`src/rtl/cmp_scan_ctrl.sv`:
```
// Sequencer that time-shares one external active-low 8-bit equality comparator across
// a bank of programmable match entries, reporting the lowest matching index or a miss.
module cmp_scan_ctrl #(
  parameter int N_ENTRIES = 8,
  parameter int IDX_W     = $clog2(N_ENTRIES)
) (
  input  logic             sysclk,
  input  logic             sys_rst_n,
  input  logic             load_en,
  input  logic             clr_en,
  input  logic [IDX_W-1:0] load_idx,
  input  logic [7:0]       load_data,
  input  logic             start,
  input  logic             abort,
  input  logic [7:0]       key,
  output logic             busy,
  output logic             done,
  output logic             hit,
  output logic [IDX_W-1:0] hit_idx,
  output logic [7:0]       cmp_a,
  output logic [7:0]       cmp_b,
  output logic             cmp_e_n,
  input  logic             cmp_ab_n
);

  typedef enum logic [1:0] {S_IDLE, S_SCAN, S_DONE} state_e;

  state_e                 state_q, state_d;
  logic [7:0]             entry_q [N_ENTRIES];
  logic [7:0]             entry_d [N_ENTRIES];
  logic [N_ENTRIES-1:0]   valid_q, valid_d;
  logic [IDX_W-1:0]       scan_idx_q, scan_idx_d;
  logic [7:0]             key_q, key_d;
  logic                   hit_q, hit_d;
  logic [IDX_W-1:0]       hit_idx_q, hit_idx_d;
  logic                   match;
  logic                   last_entry;

  assign last_entry = (scan_idx_q == IDX_W'(N_ENTRIES - 1));
  // Comparator result is only meaningful while the enable is asserted.
  assign match      = (state_q == S_SCAN) && !cmp_e_n && !cmp_ab_n;

  always_ff @(posedge sysclk or negedge sys_rst_n) begin
    if (!sys_rst_n) begin
      state_q    <= S_IDLE;
      entry_q    <= '{default: '0};
      valid_q    <= '0;
      scan_idx_q <= '0;
      key_q      <= '0;
      hit_q      <= 1'b0;
      hit_idx_q  <= '0;
    end else begin
      state_q    <= state_d;
      entry_q    <= entry_d;
      valid_q    <= valid_d;
      scan_idx_q <= scan_idx_d;
      key_q      <= key_d;
      hit_q      <= hit_d;
      hit_idx_q  <= hit_idx_d;
    end
  end

  always_comb begin
    state_d = state_q;
    unique case (state_q)
      S_IDLE:  if (start) state_d = S_SCAN;
      S_SCAN: begin
        if (abort)                    state_d = S_IDLE;
        else if (match || last_entry) state_d = S_DONE;
      end
      S_DONE:  state_d = S_IDLE;
      default: state_d = S_IDLE;
    endcase
  end

  always_comb begin
    entry_d    = entry_q;
    valid_d    = valid_q;
    scan_idx_d = scan_idx_q;
    key_d      = key_q;
    hit_d      = hit_q;
    hit_idx_d  = hit_idx_q;
    // Bank writes are independent of the scan; load beats clear on the same entry.
    if (load_en) begin
      entry_d[load_idx] = load_data;
      valid_d[load_idx] = 1'b1;
    end else if (clr_en) begin
      valid_d[load_idx] = 1'b0;
    end
    case (state_q)
      S_IDLE: if (start) begin
        key_d      = key;
        scan_idx_d = '0;
        hit_d      = 1'b0;
        hit_idx_d  = '0;
      end
      S_SCAN: if (!abort) begin
        if (match) begin
          hit_d     = 1'b1;
          hit_idx_d = scan_idx_q;
        end else if (last_entry) begin
          hit_d     = 1'b0;
          hit_idx_d = '0;
        end else begin
          scan_idx_d = scan_idx_q + 1'b1;
        end
      end
      default: ;
    endcase
  end

  always_comb begin
    busy    = (state_q != S_IDLE);
    done    = (state_q == S_DONE);
    hit     = hit_q;
    hit_idx = hit_idx_q;
    cmp_a   = key_q;
    cmp_b   = entry_q[0];
    cmp_e_n = 1'b1;
    if (state_q == S_SCAN) begin
      cmp_b   = entry_q[scan_idx_q];
      cmp_e_n = !valid_q[scan_idx_q];
    end
  end

endmodule

```
`config.mk`:
```
export PLATFORM = sky130hd
export DESIGN_NAME = cmp_scan_ctrl
export DESIGN_NICKNAME = d
export VERILOG_FILES = /design/src/rtl/cmp_scan_ctrl.sv
export SDC_FILE = /design/constraint.sdc
export NUM_CORES = 1
export LEC_CHECK = 0
export CAP_MARGIN = 20
export CORE_ASPECT_RATIO = 0.5
export CORE_UTILIZATION = 50
export DETAILED_ROUTE_END_ITERATION = 6
export PLACE_DENSITY = 0.73
export SLEW_MARGIN = 20
export SYNTH_ARGS = -nofsm -noshare
export SYNTH_HDL_FRONTEND = slang
export SYNTH_SLANG_ARGS = --single-unit
```
`constraint.sdc`:
```
create_clock -name sysclk -period 2.7 [get_ports sysclk]
set_input_delay 0.405 -clock sysclk [delete_from_list [all_inputs] [get_ports sysclk]]
set_output_delay 0.405 -clock sysclk [all_outputs]
set_load 0.01 [all_outputs]
```
## Yosys cells after proc, flatten, opt, wreduce, memory -nomap -nowiden

Index checks and enable logic that the tools add are counted.

| word-level totals | value |
|---|---|
| register bits after elaboration | 89 |
| bits of input ports | 26 |
| logic and storage cells | 83 |

| cells by class | value |
|---|---|
| add/subtract/negate cells | 1 |
| order comparisons | 6 |
| equality and inequality tests | 9 |
| muxes and demuxes | 32 |
| bitwise gates (word level) | 5 |
| reduce and logical (&&, ||, !) cells | 16 |

Operators with widths:

| kind | count |
|---|---|
| $bwmux W64 | 1 |
| $mux W8 | 6 |
| $bmux W8 S3 | 1 |
| $demux W8 S3 | 1 |
| $mux W3 | 7 |
| $pmux W3 S2 | 2 |
| $and A8 B8 Y8 | 1 |
| $ge A4 B4 Y1 const B | 2 |
| $lt A3 B4 Y1 const B | 2 |
| $ne A2 B2 Y1 const B | 4 |
| $not A3 Y4 | 2 |
| $not A8 Y8 | 1 |
| $or A8 B8 Y8 | 1 |
| $mux W1 | 7 |
| $mux W2 | 3 |
| $reduce_bool A2 Y1 | 3 |
| $reduce_and A5 Y1 | 1 |
| $logic_and A1 B1 Y1 | 4 |
| $lt A4 B1 Y1 const B | 1 |
| $pmux W2 S2 | 1 |
| $reduce_and A2 Y1 | 2 |
| $reduce_and A4 Y1 | 1 |
| $add A3 B1 Y3 const B | 1 |
| $bmux W1 S3 | 1 |
| 11 further kinds | 13 |

## Logic depth before layout (Yosys ltp)

Gate-level depths: netlist (run 1).

| depth | value |
|---|---|
| depth after elaboration | 11 |
| mapped depth | 6 |
| depth with buffers taken out | 6 |

## Worst setup path before layout (run 1)

No wires, ideal clock.

| timing | value |
|---|---|
| kind | reg-to-output |
| start point | register scan_idx_q[0] |
| end point | output port cmp_b[0] |
| arrival | 1578 ps |
| required time | 2295 ps |
| path slack | 717 ps |
| stages on the path, launching flop included | 6 |
| cell sequence | dfrtp_1 > buf_4 > buf_4 > mux4_2 > mux2i_1 > o21ai_1 |

| between the ends | value |
|---|---|
| cells in the longest elaborated chain, start to end | 5 |

Ends and longest elaborated chain:

| item | line | text |
|---|---|---|
| start, declared | 32 | `logic [IDX_W-1:0] scan_idx_q, scan_idx_d;` |
| start signal, assigned | 56 | `scan_idx_q <= scan_idx_d;` |
| $not A3 Y4 (not written as such) | 121 | `cmp_b = entry_q[scan_idx_q];` |
| $bmux W8 S3 | 121 |  |
| $mux W8 (not written as such) (2 in a row) | 121 |  |
| $mux W8 | 120 | `if (state_q == S_SCAN) begin` |
| end, declared | 21 | `output logic [7:0] cmp_b,` |

No other way between the ends. The select of a mux whose other input is x is not followed.

## Worst setup path in the final report (run 1)

Same ends and word-level chain as after synthesis.

==> impl_metrics.yaml, run 1 <==
sta:
  fin_skew_ps: 7.92
  maxSlewViolCount: 0
  worst_pin_slew_ps: 717
  rsz0062_at_grt: "false"
  setup_viol: 0
  fin_crit_sh: 0.957
  max_freq_ghz: 0.387
  slew_headroom: 0.522
  fin_tns_setup_ps: 0
  hold_viol: 0
  fin_crit_ps: 2580
job:
  cap_violations: 0
setup_path:
  r2r_cells: 7
  cp-startpoint: "scan_idx_q[0]$_DFFE_PN0P_"
  cp_cell_sequence: "buf_8 -> mux4_2 -> mux2i_1 -> o21ai_1 -> clkdlybuf4s50_1"
  cp_num_buf_inv: 2
  r2r-end: "scan_idx_q[2]$_DFFE_PN0P_"
  r2r_start: "scan_idx_q[0]$_DFFE_PN0P_"
  cpMaxStageDelayCell: "mux4_2"
  crit_path_max_incr_delay_ps: 510
  crit_fanout: 10
  path_class: "flip-flop to output port"
  arrival_ps: 2180
  crit_required_ps: 2300
  endpoint_kind: "output port"
  startpoint_type: "flip-flop"
  cp_num_cells: 5
  r2r_setup_slack_ps: 540
  path_delay_family: "buffers and inverters"
cells_and_area:
  layout.nets: 382
  fin_cells: 470
  area_delta_synth_final_pct: 25.1
  antenna_cells: 0
  layout-drive-gt1-share: 0.346
  fin_util: 0.647
clocking:
  root_buffer: "clkbuf_16"
  cts_buffers: 9
  htree_levels: 3
  worstSkewPairLatency_ps: 340
  cts_buffer_depth: 2
  cts.sinks: 89
  path_clk_slew_ps: 60
  cts_tree: "yes"
logic_synthesis:
  yosysSeqAreaShare: 0.538
  synthTopCellsByArea: "dfrtp_1 (54%), mux2_2 (17%), mux4_2 (9.8%)"
  ys_async_sr_fraction: 1.00
  ys_top_cells_by_count: "dfrtp_1 (89), mux2_2 (63), nand2_1 (21)"
  synth-edff-count: 0
  yosysMostFrequentCell: "dfrtp_1"
  ys_types: 37
  yosys_warnings: 0
  post_synth.cell_area_avg_um2: 14.2
  syn_nets: 319
  ys.flop_type: "dfrtp_1"
  synth_top_area_share: 0.538
  synth_top_area_cell: "dfrtp_1"
  synthesis.instances: 291
  syn-cell-area_um2: 4140
  ys_ff_latch: 89
pwr:
  combPwrFrac: 0.344
  pwr-share-seq: 0.385
  vdd_drop_max_v: 0.000449
  swShare: 0.284
  p_switching_mw: 1.39
  powerDensity_nw_per_um2: 947
  power.leakage_nw: 2.13
  p_clk_frac: 0.272
  power.internal_mw: 3.51
die:
  start_util: 0.517
  die_h_um: 66.3
  num_rows: 23
  io_pins: 49
  dieArea_um2: 8670
  dieWidth_um: 131
  core-area_um2: 8000
placed_design:
  dp_cells: 451
  detailed_place_hpwl_um: 5850
  gp_congestion: 0.782
  io_buffers: 48
grt:
  grt_max_degree: 58
  grt_overflow: 0
  grt.total_usage: 0.221
  grt_pass1_vias: 2621
  antenna_found_initial: 0
  grt_first_pass_wirelength_um: 13400
worst_hold_path:
  worst_hold_path_type: "input pin to asynchronous set/reset pin"
routing:
  drtIter0Drc: 121
  ant_nets: 0
  via_per_inst: 5.60
  avgRoutedWirePerCell_um: 18.2
  drt_first_pass_iters: 4
  wl_um: 8540
  drc: 0
  num_vias: 2633
outcome:
  status: "completed"
layout by cell type (no fill, tap or decap), types with 2 or more instances in the layout:
cell type,n
dfrtp_1,88
mux2_2,63
clkdlybuf4s50_1,46
nand2_1,21
mux4_2,18
buf_4,15
o21ai_0,10
nand2b_1,10
mux2_1,9
clkbuf_16,9
mux2i_1,8
o21ai_1,8
or2_1,4
nor2_2,3
or3_1,3
nor2_1,3
o311ai_0,3
nand3_1,3
inv_1,2
a32o_1,2
o31ai_1,2
ha_1,2
clkinv_4,2
bufinv_16,2
buf_12,2
cell type report:
cell class	count	area (µm²)
multi-input combinational	187	1840
clock inverter	4	77.6
sequential	89	2230
clock buffer	11	243
fill	596	2820
tap	112	140
inverter	2	7.51
timing repair buffer	65	641
worst max-delay path by stage:
stage          endpoint  slack [ps]
2_1_floorplan  cmp_b[0]         720
3_3_place_gp   cmp_b[5]         340
3_5_place_dp   cmp_b[7]         310
4_1_cts         cmp_e_n           4
5_1_grt        cmp_b[3]          20
6_report       cmp_b[0]         120
sequential cells by signal, indices dropped and copies added (netlist names), named ones only:
signal,count
cmp_a,8
hit_idx,3
hit,1
state_q,2
entry_q,64
scan_idx_q,3
what timing repair did:
item	CTS	global route
setup buffers	1	3
hold buffers	0	0
gates resized for setup	3	5
endpoints found under the setup margin	9	9
logic make-up (layout without fill, tap and decap cells):
family	count (synthesis)	in the layout	synth area share
mux	99	99	0.319
flops	89	89	0.538
simple gates	56	56	0.0732
compound gates	30	30	0.0466
buf+inv	15	82	0.0175
fa+ha+maj	2	2	0.00604
power by group through the flow:
stage                     Sequential (mW)  Clock (mW)  Combinational (mW)
after global placement               1.88           0                1.57
after global routing                 1.92        1.44                1.83
final                                1.89        1.33                1.68
after CTS                            1.89        1.36                1.64
after detailed placement             1.90           0                1.62
after floorplan                      1.87           0                1.00
through the flow:
step                      power (mW)  instance area (µm²)  hold WS (ps)  worst slack, ps
final                           4.90                 5180           110              116
after global routing            5.19                 5180           165             18.5
after CTS                       4.89                 5140           139             4.17
after detailed placement        3.52                 4800           480              309
after global placement          3.45                 4800           470              345
after floorplan                 2.87                 4140           109              717
layer usage:
metal,part of all wire,track usage,up-vias
li1,-,-,1216
met1,0.46,0.284,1331
met2,0.47,0.354,77
met3,0.059,0.0850,9
met4,0.0080,0.0489,0
met5,0,0,-
Note: power is estimated with default switching activity, not from simulation.
==> inputs of run 2 (changes only) <==
Settings changed: CTS_BUF_LIST from default to sky130_fd_sc_hd__clkbuf_8.
==> run 2 against run 1 <==
  * Count of clock-buffer cells in the layout is 1 lower
  * Global-route usage fell by 0.48 points
  * Critical path depth down 1
  * Non-clock buffer count decreased by 2
  * Utilization down 1.2 points
  * Cell area decreased by 1.9%
  * Total power down 7.6%
  * Critical path type unchanged
  * Critical endpoint is now cmp_e_n
==> impl_metrics.yaml, run 2 (same netlist as run 1, synthesis figures left out) <==
sta:
  fin_tns_setup_ps: 0
  setup_viol: 0
  worst_pin_slew_ps: 725
  max_freq_ghz: 0.378
  hold_viol: 0
  fin_crit_ps: 2640
  rsz0062_at_grt: "true"
  maxSlewViolCount: 0
  finalWorstSetupSlack_ps: 55.3
  fin_skew_ps: 5.71
  fin_crit_sh: 0.980
  hold_slack_ps: 87.6
  slew_headroom: 0.517
cells_and_area:
  layout.nets: 380
  largest_register_ffs: 64
  regMostFlops: "entry_q"
  mostFrequentLayoutCell: "dfrtp_1"
  area_delta_synth_final_pct: 22.8
  antenna_cells: 0
  mostFrequentLayoutCells: "dfrtp_1 (88), mux2_2 (63), clkdlybuf4s50_1 (40)"
  regArea_um2: 2230
  fillers: 599
  layout-drive-gt1-share: 0.343
  multi_input_area_um2: 1840
pwr:
  power.leakage_nw: 2.16
  swShare: 0.296
  vdd_drop_max_v: 0.000355
  p_switching_mw: 1.34
  p_clk_frac: 0.220
  powerDensity_nw_per_um2: 892
  combPwrFrac: 0.364
  pwr-share-seq: 0.417
  power.internal_mw: 3.19
worst_hold_path:
  worst_hold_path_type: "input pin to asynchronous set/reset pin"
clocking:
  root_buffer: "clkbuf_8"
  path_clk_slew_ps: 80
  worstSkewPairLatency_ps: 360
  cts.sinks: 89
  cts_buffer_depth: 2
  cts_hold_buf: 0
  htree_levels: 3
  cts_tree: "yes"
  cts_buffers: 9
grt:
  grt_overflow: 0
  grt_first_pass_wirelength_um: 13300
  grt.total_usage: 0.216
  grt_pass1_vias: 2632
  antenna_found_initial: 0
  grt_max_degree: 58
routing:
  drc: 0
  drt_first_pass_iters: 4
  via_per_inst: 5.45
  drtIter0Drc: 87
  num_vias: 2550
  avgRoutedWirePerCell_um: 18.1
  wl_um: 8480
  ant_nets: 0
placed_design:
  io_buffers: 48
  place_ws_ps: 309
  gp_congestion: 0.782
  detailed_place_hpwl_um: 5850
setup_path:
  arrival_ps: 2240
  crit_path_max_incr_delay_ps: 560
  startpoint_type: "flip-flop"
  cpMaxStageDelayCell: "mux4_2"
  path_class: "flip-flop to output port"
  crit_fanout: 4
  cp_cell_sequence: "mux4_2 -> mux2i_4 -> or2_1 -> clkdlybuf4s50_1"
  endpoint_kind: "output port"
  cp_num_buf_inv: 1
  path_delay_family: "multiplexers"
  crit_required_ps: 2300
die:
  dieWidth_um: 131
  die_h_um: 66.3
  io_pins: 49
  start_util: 0.517
  core-area_um2: 8000
  dieArea_um2: 8670
  num_rows: 23
job:
  cap_violations: 0
outcome:
  status: "completed"
==> run 2: cell types whose count changed in the layout (fill, tap and decap cells not counted) <==
cell,delta
buf_8,-1
clkbuf_16,-9
clkbuf_8,+9
dlymetal6s2s_1,+6
buf_12,+1
clkdlybuf4s50_1,-6
inv_1,+1
buf_4,-2
clkbuf_1,-1
==> run 2: layout make-up <==
| type | instances | share of cell area |
|---|---|---|
| Clock buffer | 10 | 0.0271 |
| Clock inverter | 5 | 0.0160 |
| Inverter | 2 | 0.00148 |
| Multi-Input combinational cell | 187 | 0.362 |
| Sequential cell | 89 | 0.438 |
| Tap cell | 112 | 0.0276 |
| Timing Repair Buffer | 63 | 0.127 |
==> run 2: path summary, 6_finish.rpt <==
path,from,endpoint,slack [ps],cells after the start
max in group asynchronous,sys_rst_n,scan_idx_q[0]$_DFFE_PN0P_,1950,2
worst max-delay path,scan_idx_q[0]$_DFFE_PN0P_,cmp_e_n,60,4
worst min-delay path,sys_rst_n,entry_q[39]$_DFFE_PN0P_,90,1
min in group sysclk,entry_q[39]$_DFFE_PN0P_,entry_q[39]$_DFFE_PN0P_,500,1
worst max register to register,scan_idx_q[0]$_DFFE_PN0P_,scan_idx_q[2]$_DFFE_PN0P_,510,7
worst min register to register,entry_q[39]$_DFFE_PN0P_,entry_q[39]$_DFFE_PN0P_,500,1
==> run 2: power groups by stage <==
stage / Clock, mW / Sequential [mW] / Combinational (mW)
CTS: 1.02 / 1.88 / 1.66
finish: 0.995 / 1.89 / 1.65
global placement: 0 / 1.88 / 1.57
detailed placement: 0 / 1.90 / 1.62
floorplan: 0 / 1.87 / 1.00
global route: 1.08 / 1.93 / 1.80
==> run 2: routing by layer <==
metal	global-route usage	up-vias	share of wire
li1	-	1193	-
met3	0.0510	11	0.048
met4	0.0747	0	0.013
met2	0.354	72	0.47
met1	0.283	1274	0.46
met5	0	-	0
==> run 2: per-stage QoR <==
stage	power (mW)	utilization	cells	area (µm²)
after detailed placement	3.52	0.600	451	4800
after global placement	3.45	0.600	451	4800
after floorplan	2.87	-	291	4140
final	4.53	0.635	468	5080
after global routing	4.81	0.635	468	5080
after CTS	4.56	0.631	468	5040
==> run 2: repair_timing <==
action                     in CTS  in global routing
setup buffers                   2                  0
gates resized for setup         3                 12
setup endpoints to repair       9                  9
